`config.mk`:
```
export PLATFORM = sky130hd
export DESIGN_NAME = m68k_bus_responder
export DESIGN_NICKNAME = d
export VERILOG_FILES = /design/src/rtl/m68k_bus_responder.sv
export SDC_FILE = /design/constraint.sdc
export NUM_CORES = 1
export LEC_CHECK = 0
export CORE_ASPECT_RATIO = 1.1
export CORE_UTILIZATION = 35
export DETAILED_ROUTE_END_ITERATION = 6
export GPL_TIMING_DRIVEN = 0
export PLACE_DENSITY = 0.66
export SLEW_MARGIN = 20
export SYNTH_ARGS = -nofsm -noshare
export SYNTH_HDL_FRONTEND = slang
export SYNTH_SLANG_ARGS = --single-unit
```
`constraint.sdc`:
```
create_clock -name CLK_68KCLK -period 3.85 [get_ports CLK_68KCLK]
set_input_delay 0.9625 -clock CLK_68KCLK [delete_from_list [all_inputs] [get_ports CLK_68KCLK]]
set_output_delay 0.9625 -clock CLK_68KCLK [all_outputs]
set_load 0.02 [all_outputs]
```
`src/rtl/m68k_bus_responder.sv`:
```
// 68000 bus slave for one decoded address window: bridges each CPU bus cycle to a
// single-beat req/ack backend, adds programmable wait states and a no-ack timeout.
module m68k_bus_responder #(
    parameter logic [23:0] BASE        = 24'h000000,
    parameter logic [23:0] MASK        = 24'hF00000,
    parameter int unsigned WAIT_STATES = 0,
    parameter int unsigned TIMEOUT     = 255
) (
    input  logic        CLK_68KCLK,
    input  logic        RESET,
    input  logic [23:1] M68K_ADDR,
    input  logic [15:0] M68K_DOUT,
    input  logic        nAS,
    input  logic        nUDS,
    input  logic        nLDS,
    input  logic        M68K_RW,
    output logic        nDTACK,
    output logic [15:0] M68K_DIN,
    output logic        MEM_REQ,
    output logic        MEM_WE,
    output logic [23:1] MEM_ADDR,
    output logic [1:0]  MEM_BE,
    output logic [15:0] MEM_WDATA,
    input  logic [15:0] MEM_RDATA,
    input  logic        MEM_ACK,
    output logic        TIMEOUT_ERR
);

    // state | meaning
    // IDLE  | no cycle in progress, waiting for a decoded strobe
    // REQ   | backend request outstanding, timeout counter running
    // WAIT  | backend done, counting down programmed wait states
    // ACK   | nDTACK driven low until the CPU releases nAS
    typedef enum logic [1:0] {
        IDLE = 2'd0,
        REQ  = 2'd1,
        WAIT = 2'd2,
        ACK  = 2'd3
    } state_t;

    localparam logic [3:0] WS_INIT  = 4'(WAIT_STATES);
    localparam logic [7:0] TMO_LAST = 8'(TIMEOUT - 1);

    state_t      state, state_d;
    logic [7:0]  tmo_cnt, tmo_cnt_d;
    logic [3:0]  wait_cnt, wait_cnt_d;
    logic        aborted, aborted_d;
    logic        rw_q, rw_d;
    logic [15:0] rd_hold, rd_hold_d;

    logic        dtack_d;
    logic [15:0] din_d;
    logic        req_d;
    logic        we_d;
    logic [23:1] addr_d;
    logic [1:0]  be_d;
    logic [15:0] wdata_d;
    logic        terr_d;

    logic [23:0] byte_addr;
    logic        hit;
    logic        start;
    logic        abort_now;

    assign byte_addr = {M68K_ADDR, 1'b0};
    assign hit       = (byte_addr & MASK) == (BASE & MASK);
    assign start     = !nAS && hit && (!nUDS || !nLDS);
    // an abort seen on any earlier REQ cycle stays pending until the backend answers
    assign abort_now = aborted || nAS;

    always_ff @(posedge CLK_68KCLK) begin
        if (RESET) begin
            state       <= IDLE;
            tmo_cnt     <= '0;
            wait_cnt    <= '0;
            aborted     <= 1'b0;
            rw_q        <= 1'b0;
            rd_hold     <= '0;
            nDTACK      <= 1'b1;
            M68K_DIN    <= 16'h0000;
            MEM_REQ     <= 1'b0;
            MEM_WE      <= 1'b0;
            MEM_ADDR    <= '0;
            MEM_BE      <= '0;
            MEM_WDATA   <= '0;
            TIMEOUT_ERR <= 1'b0;
        end else begin
            state       <= state_d;
            tmo_cnt     <= tmo_cnt_d;
            wait_cnt    <= wait_cnt_d;
            aborted     <= aborted_d;
            rw_q        <= rw_d;
            rd_hold     <= rd_hold_d;
            nDTACK      <= dtack_d;
            M68K_DIN    <= din_d;
            MEM_REQ     <= req_d;
            MEM_WE      <= we_d;
            MEM_ADDR    <= addr_d;
            MEM_BE      <= be_d;
            MEM_WDATA   <= wdata_d;
            TIMEOUT_ERR <= terr_d;
        end
    end

    always_comb begin
        state_d    = state;
        tmo_cnt_d  = tmo_cnt;
        wait_cnt_d = wait_cnt;
        aborted_d  = aborted;
        rw_d       = rw_q;
        rd_hold_d  = rd_hold;
        dtack_d    = nDTACK;
        din_d      = M68K_DIN;
        req_d      = MEM_REQ;
        we_d       = MEM_WE;
        addr_d     = MEM_ADDR;
        be_d       = MEM_BE;
        wdata_d    = MEM_WDATA;
        terr_d     = 1'b0;

        unique case (state)
            IDLE: begin
                dtack_d = 1'b1;
                if (start) begin
                    state_d   = REQ;
                    req_d     = 1'b1;
                    we_d      = !M68K_RW;
                    rw_d      = M68K_RW;
                    addr_d    = M68K_ADDR;
                    be_d      = {!nUDS, !nLDS};
                    wdata_d   = M68K_DOUT;
                    tmo_cnt_d = '0;
                    aborted_d = 1'b0;
                end
            end

            REQ: begin
                if (MEM_ACK) begin
                    // ack beats a timeout expiring on the same edge
                    req_d     = 1'b0;
                    tmo_cnt_d = '0;
                    aborted_d = 1'b0;
                    if (abort_now) begin
                        state_d = IDLE;
                    end else if (WAIT_STATES == 0) begin
                        state_d = ACK;
                        if (rw_q) din_d = MEM_RDATA;
                    end else begin
                        state_d    = WAIT;
                        wait_cnt_d = WS_INIT;
                        rd_hold_d  = MEM_RDATA;
                    end
                end else if (tmo_cnt == TMO_LAST) begin
                    req_d     = 1'b0;
                    terr_d    = 1'b1;
                    tmo_cnt_d = '0;
                    aborted_d = 1'b0;
                    if (abort_now) begin
                        state_d = IDLE;
                    end else begin
                        state_d = ACK;
                        if (rw_q) din_d = 16'hFFFF;
                    end
                end else begin
                    tmo_cnt_d = tmo_cnt + 8'd1;
                    aborted_d = abort_now;
                end
            end

            WAIT: begin
                // read data is held back until the wait expires so an abort here leaves M68K_DIN untouched
                if (nAS) begin
                    state_d    = IDLE;
                    wait_cnt_d = '0;
                end else if (wait_cnt <= 4'd1) begin
                    state_d    = ACK;
                    wait_cnt_d = '0;
                    if (rw_q) din_d = rd_hold;
                end else begin
                    wait_cnt_d = wait_cnt - 4'd1;
                end
            end

            ACK: begin
                if (nAS) begin
                    dtack_d = 1'b1;
                    state_d = IDLE;
                end else begin
                    dtack_d = 1'b0;
                end
            end

            default: begin
                state_d = IDLE;
                dtack_d = 1'b1;
                req_d   = 1'b0;
            end
        endcase
    end

endmodule

```
======== After elaboration in Yosys (flattened, before gate mapping) ========
Cells that the tools add are included.
operators by class
  eq/ne operators ......................... 13
  reductions and logical operators ........ 19
  add/sub/neg operators ................... 2
  bitwise logic cells ..................... 1
  mux-type cells .......................... 35
  order comparisons ....................... 1
operators by type and width
  operator               count
  $mux W16               9
  $pmux W16 S2           1
  $logic_not A24 Y1      1
  $mux W8                3
  $pmux W8 S2            1
  $mux W2                7
  $ne A2 B2 Y1 const B   7
  $add A8 B1 Y8 const B  1
  $eq A8 B8 Y1 const B   1
  $mux W1                8
  $mux W4                2
  $pmux W2 S4            1
  $reduce_and A7 Y1      1
  $ne A3 B3 Y1 const B   2
  $pmux W1 S2            3
  $reduce_bool A2 Y1     3
  $eq A2 B2 Y1 const B   2
  $le A4 B1 Y1 const B   1
  $logic_not A1 Y1       4
  $reduce_and A2 Y1      2
  $reduce_and A4 Y1      1
  $sub A4 B1 Y4 const B  1
  $reduce_and A3 Y1      1
  $reduce_or A3 Y1       1
  5 further kinds        7
word-level totals
  flip-flop bits (word level) ............. 77
  word-level logic and storage cells ...... 84
  input bits .............................. 62
  output and inout port bits .............. 61

======== Logic depth before layout (Yosys ltp) ========
  depth in word-level cells ............... 5
  gate-level depth with buffers ........... 8
  gate-level depth less buffers ........... 6

======== Worst setup path before layout ========
OpenSTA, ideal clock, no wires.
  path kind ............................... input -> register
  from .................................... in M68K_ADDR[20] (netlist bit)
  to ...................................... reg MEM_WE
  setup slack ............................. 1.732 ns
  data required time ...................... 3.780 ns
  arrival time ............................ 2.048 ns
  stages on the path ...................... 5
  path buffers ............................ 1
  library setup time ...................... 0.070 ns
  cells stage by stage .................... or4b_1 nor2_2 buf_4 o21ai_0 a21oi_1
between the ends
  cells in the longest elaborated chain, start to end .. 4
RTL lines
  element                            line  source
  start: declaration                 11    input logic [23:1] M68K_ADDR,
  $logic_not A24 Y1                  66    assign hit = (byte_addr & MASK) == (BASE & MASK);
  $logic_and A1 B1 Y1 (2 in series)  67    assign start = !nAS && hit && (!nUDS || !nLDS);
  $reduce_and A2 Y1 (no line)        -
  end signal: assignment             97    MEM_WE <= we_d;
  end: declaration                   20    output logic MEM_WE,
Every way passes these cells.
A chain may end at the register's enable or synchronous reset.

======== Final worst setup path ========
  from .................................... in nAS
  to ...................................... reg M68K_DIN[5]
between the ends
  cells in the longest elaborated chain, start to end .. 3
  elaborated cells on any way between the ends .. 4
  those cells by class .................... eq/ne: 2; reduce/logical: 2
RTL lines
  element                          line  source
  start: declaration               13    input logic nAS,
  $logic_or A1 B1 Y1               69    assign abort_now = aborted || nAS;
  $ne A2 B2 Y1 (no line)           -
  $reduce_and A7 Y1 (no line) (*)  -
  end signal: assignment           95    M68K_DIN <= din_d;
  end: declaration                 18    output logic [15:0] M68K_DIN,
Every way passes the cells marked *; elsewhere a longest branch is shown, timed or not.

==> qor.yml <==
run_status:
  status: "complete, no violations"
cells_and_area:
  layout_common_cells: "clkdlybuf4s50_1 (121), nand2_1 (83), dfxtp_1 (77), a21oi_1 (59)"
  final_common_cell: "clkdlybuf4s50_1"
  layout.nets: 590
  num_antenna_cells: 0
  area_growth_pct: 47.0
  layout-drive-gt1-share: 0.0571
cts:
  hold_buffers: 0
  cts_tree: "built"
  clkLatencyLatePin_ns: 0.35
  htree_levels: 3
  clk_path_buf_depth: 2
  post_cts_resized: 0
  clock_sinks: 77
  cts_buffers: 9
  cts_root_buf: "clkbuf_8"
  path_clk_slew_ns: 0.08
  post_cts_buffers: 0
die:
  pin_count: 123
  dieArea_um2: 9840
  coreArea_um2: 9010
  chipHeight_um: 104
  initial_utilization: 0.367
  fp.dieW_um: 94.7
  std_cell_rows: 36
timing:
  clock.fmax_ghz: 0.386
  slew_violations: 0
  min_period_ns: 2.59
  rsz0062_at_grt: "no"
  finalSetupViolCount: 0
  tightest_slew_ns: 0.547
  fin_skew_ns: 0.0100
  slew_headroom: 0.636
  tns_ns: 0
  period_share: 0.673
  hold_violations: 0
  worst_slack_ns: 1.26
global_route:
  grt_antenna_before_repair: 0
  gr-total-overflow: 0
  grt_pass1_vias: 3082
  grt_usage: 0.183
  grt_pass1_wl_mm: 14.3
  grt_max_degree: 14
critical_path:
  critPathLaunchType: "input port"
  cp.arrival_ns: 2.86
  cp_top_family: "buffers and inverters"
  path_cells: "clkdlybuf4s50_1 -> inv_1 -> o2111ai_1 -> clkbuf_1 -> buf_2 -> o31ai_1 -> a21oi_1"
  required_ns: 4.12
  setup.worst_path.class: "in -> reg"
  critPathMaxFanout: 10
  end_kind: "flop"
  path_buf_inv: 4
  critPathMaxStageDelay_ns: 0.64
  cp_slowest_cell: "clkdlybuf4s50_1"
run:
  cap_violations: 0
routing:
  viasPerCell: 5.10
  first_pass_iters: 4
  vias: 3259
  drtAntennaViolNets: 0
  wl_per_cell_um: 14.2
  drc: 0
  drt-total-wl_mm: 9.07
  drtIter0Drc: 80
logic_synthesis:
  syn-num-nets: 458
  async_flop_share: 0
  ys_types: 45
  ys_seq_area_frac: 0.466
  synthCells: 388
  syn_area_per_cell_um2: 8.52
  ys_warn_count: 0
  synth_ff_type: "dfxtp_1"
  synth-seq-cells: 77
  synth_area_um2: 3310
  synth_edf_count: 0
power:
  ir_drop_v: 0.000172
  comb_power_share: 0.125
  p_per_area_nw_per_um2: 334
  p_leak_nw: 1.65
  switching_power_mw: 0.399
  p_seq_frac: 0.498
  switching_share: 0.246
  intPower_mw: 1.23
  p_clk_frac: 0.378
hold_path:
  hp-class: "reg -> reg"
placed_design:
  dp_hpwl_mm: 6.70
  pre_cts_ws_ns: 0.940
  place.gp.congestion: 0.845
  io_buffer_count: 121
-- metal layers --
metal,track usage,share of wire
met5,0,0
met3,0.0431,0.075
met2,0.300,0.44
met4,0.0747,0.017
met1,0.227,0.47
-- logic make-up (layout without fill, tap and decap cells) --
group / count (synthesis) / count (layout) / share of synthesized area
muxes: 2 / 2 / 0.00605
DFF: 77 / 77 / 0.466
buffers and inverters: 36 / 173 / 0.0492
and+or+nand+nor: 158 / 158 / 0.244
adders and majority gates: 8 / 8 / 0.0303
AOI/OAI and AO/OA: 107 / 107 / 0.205
-- path summary, 6_finish.rpt --
check | from | end | slack, ns | depth (start not counted)
setup / recovery | nAS | M68K_DIN[5] | 1.26 | 7
hold / removal | MEM_WDATA[13] | MEM_WDATA[13] | 0.46 | 2
setup reg to reg | state[0] | M68K_DIN[5] | 1.72 | 7
hold reg to reg | MEM_WDATA[13] | MEM_WDATA[13] | 0.46 | 2
-- area by class of cell --
type,instances,area (µm²)
Multi-Input combinational cell,275,1600
Timing Repair Buffer,121,1210
Tap cell,114,143
Inverter,8,30.0
Sequential cell,77,1540
Clock inverter,5,58.8
Clock buffer,11,141
Buffer,28,133
Fill cell,844,4150
-- power groups by stage --
stage          sequential (mW)  clock (mW)  combinational [mW]
4_1_cts                  0.809       0.638               0.203
5_1_grt                  0.811       0.673               0.220
6_report                 0.809       0.614               0.202
3_5_place_dp             0.828           0               0.201
2_1_floorplan            0.834           0              0.0912
3_3_place_gp             0.828           0               0.200
-- flip-flops by register name, indices dropped and copies added (netlist names) --
name and count:
MEM_ADDR 23, M68K_DIN 16, MEM_WDATA 16, tmo_cnt 8, wait_cnt 4, MEM_BE 2, state 2, MEM_REQ 1
MEM_WE 1, TIMEOUT_ERR 1, aborted 1, nDTACK 1, rw_q 1
-- worst register-to-register path: cells and delay by family (launching register included) --
family | cells | cell delay [ns]
AOI/OAI and AO/OA | 3 | 0.68
adders and majority gates | 1 | 0.22
DFF | 1 | 0.33
buffers and inverters | 3 | 0.84
-- through the flow --
stage,cells,instance area (µm²),total power [mW],utilization,hold WS (ns)
after detailed placement,623,4660,1.03,0.517,0.446
after floorplan,388,3310,0.925,-,0.437
final,639,4860,1.63,0.540,0.456
after global placement,623,4660,1.03,0.517,0.442
after global routing,639,4860,1.70,0.540,0.475
after CTS,639,4860,1.65,0.540,0.458
-- synthesized netlist by cell type (2+ instances only) --
master	n	area share
a32o_1	5	0.015
mux2i_1	2	0.0061
nor3_1	4	0.0061
nor3b_1	3	0.0068
nand2_1	83	0.094
and3_1	7	0.013
a21oi_1	59	0.089
a21o_1	2	0.0045
buf_4	4	0.0091
dfxtp_1	77	0.47
nor2_1	9	0.010
nor2b_1	19	0.036
nand3_1	3	0.0045
or3_1	3	0.0057
nand4_1	2	0.0038
ha_1	8	0.030
o31a_1	2	0.0053
clkbuf_1	18	0.020
o31ai_1	17	0.039
inv_1	8	0.0091
or4_1	17	0.039
buf_2	4	0.0061
a211oi_1	3	0.0068
o21ai_0	8	0.012
Power figures use the tool's default switching activity.
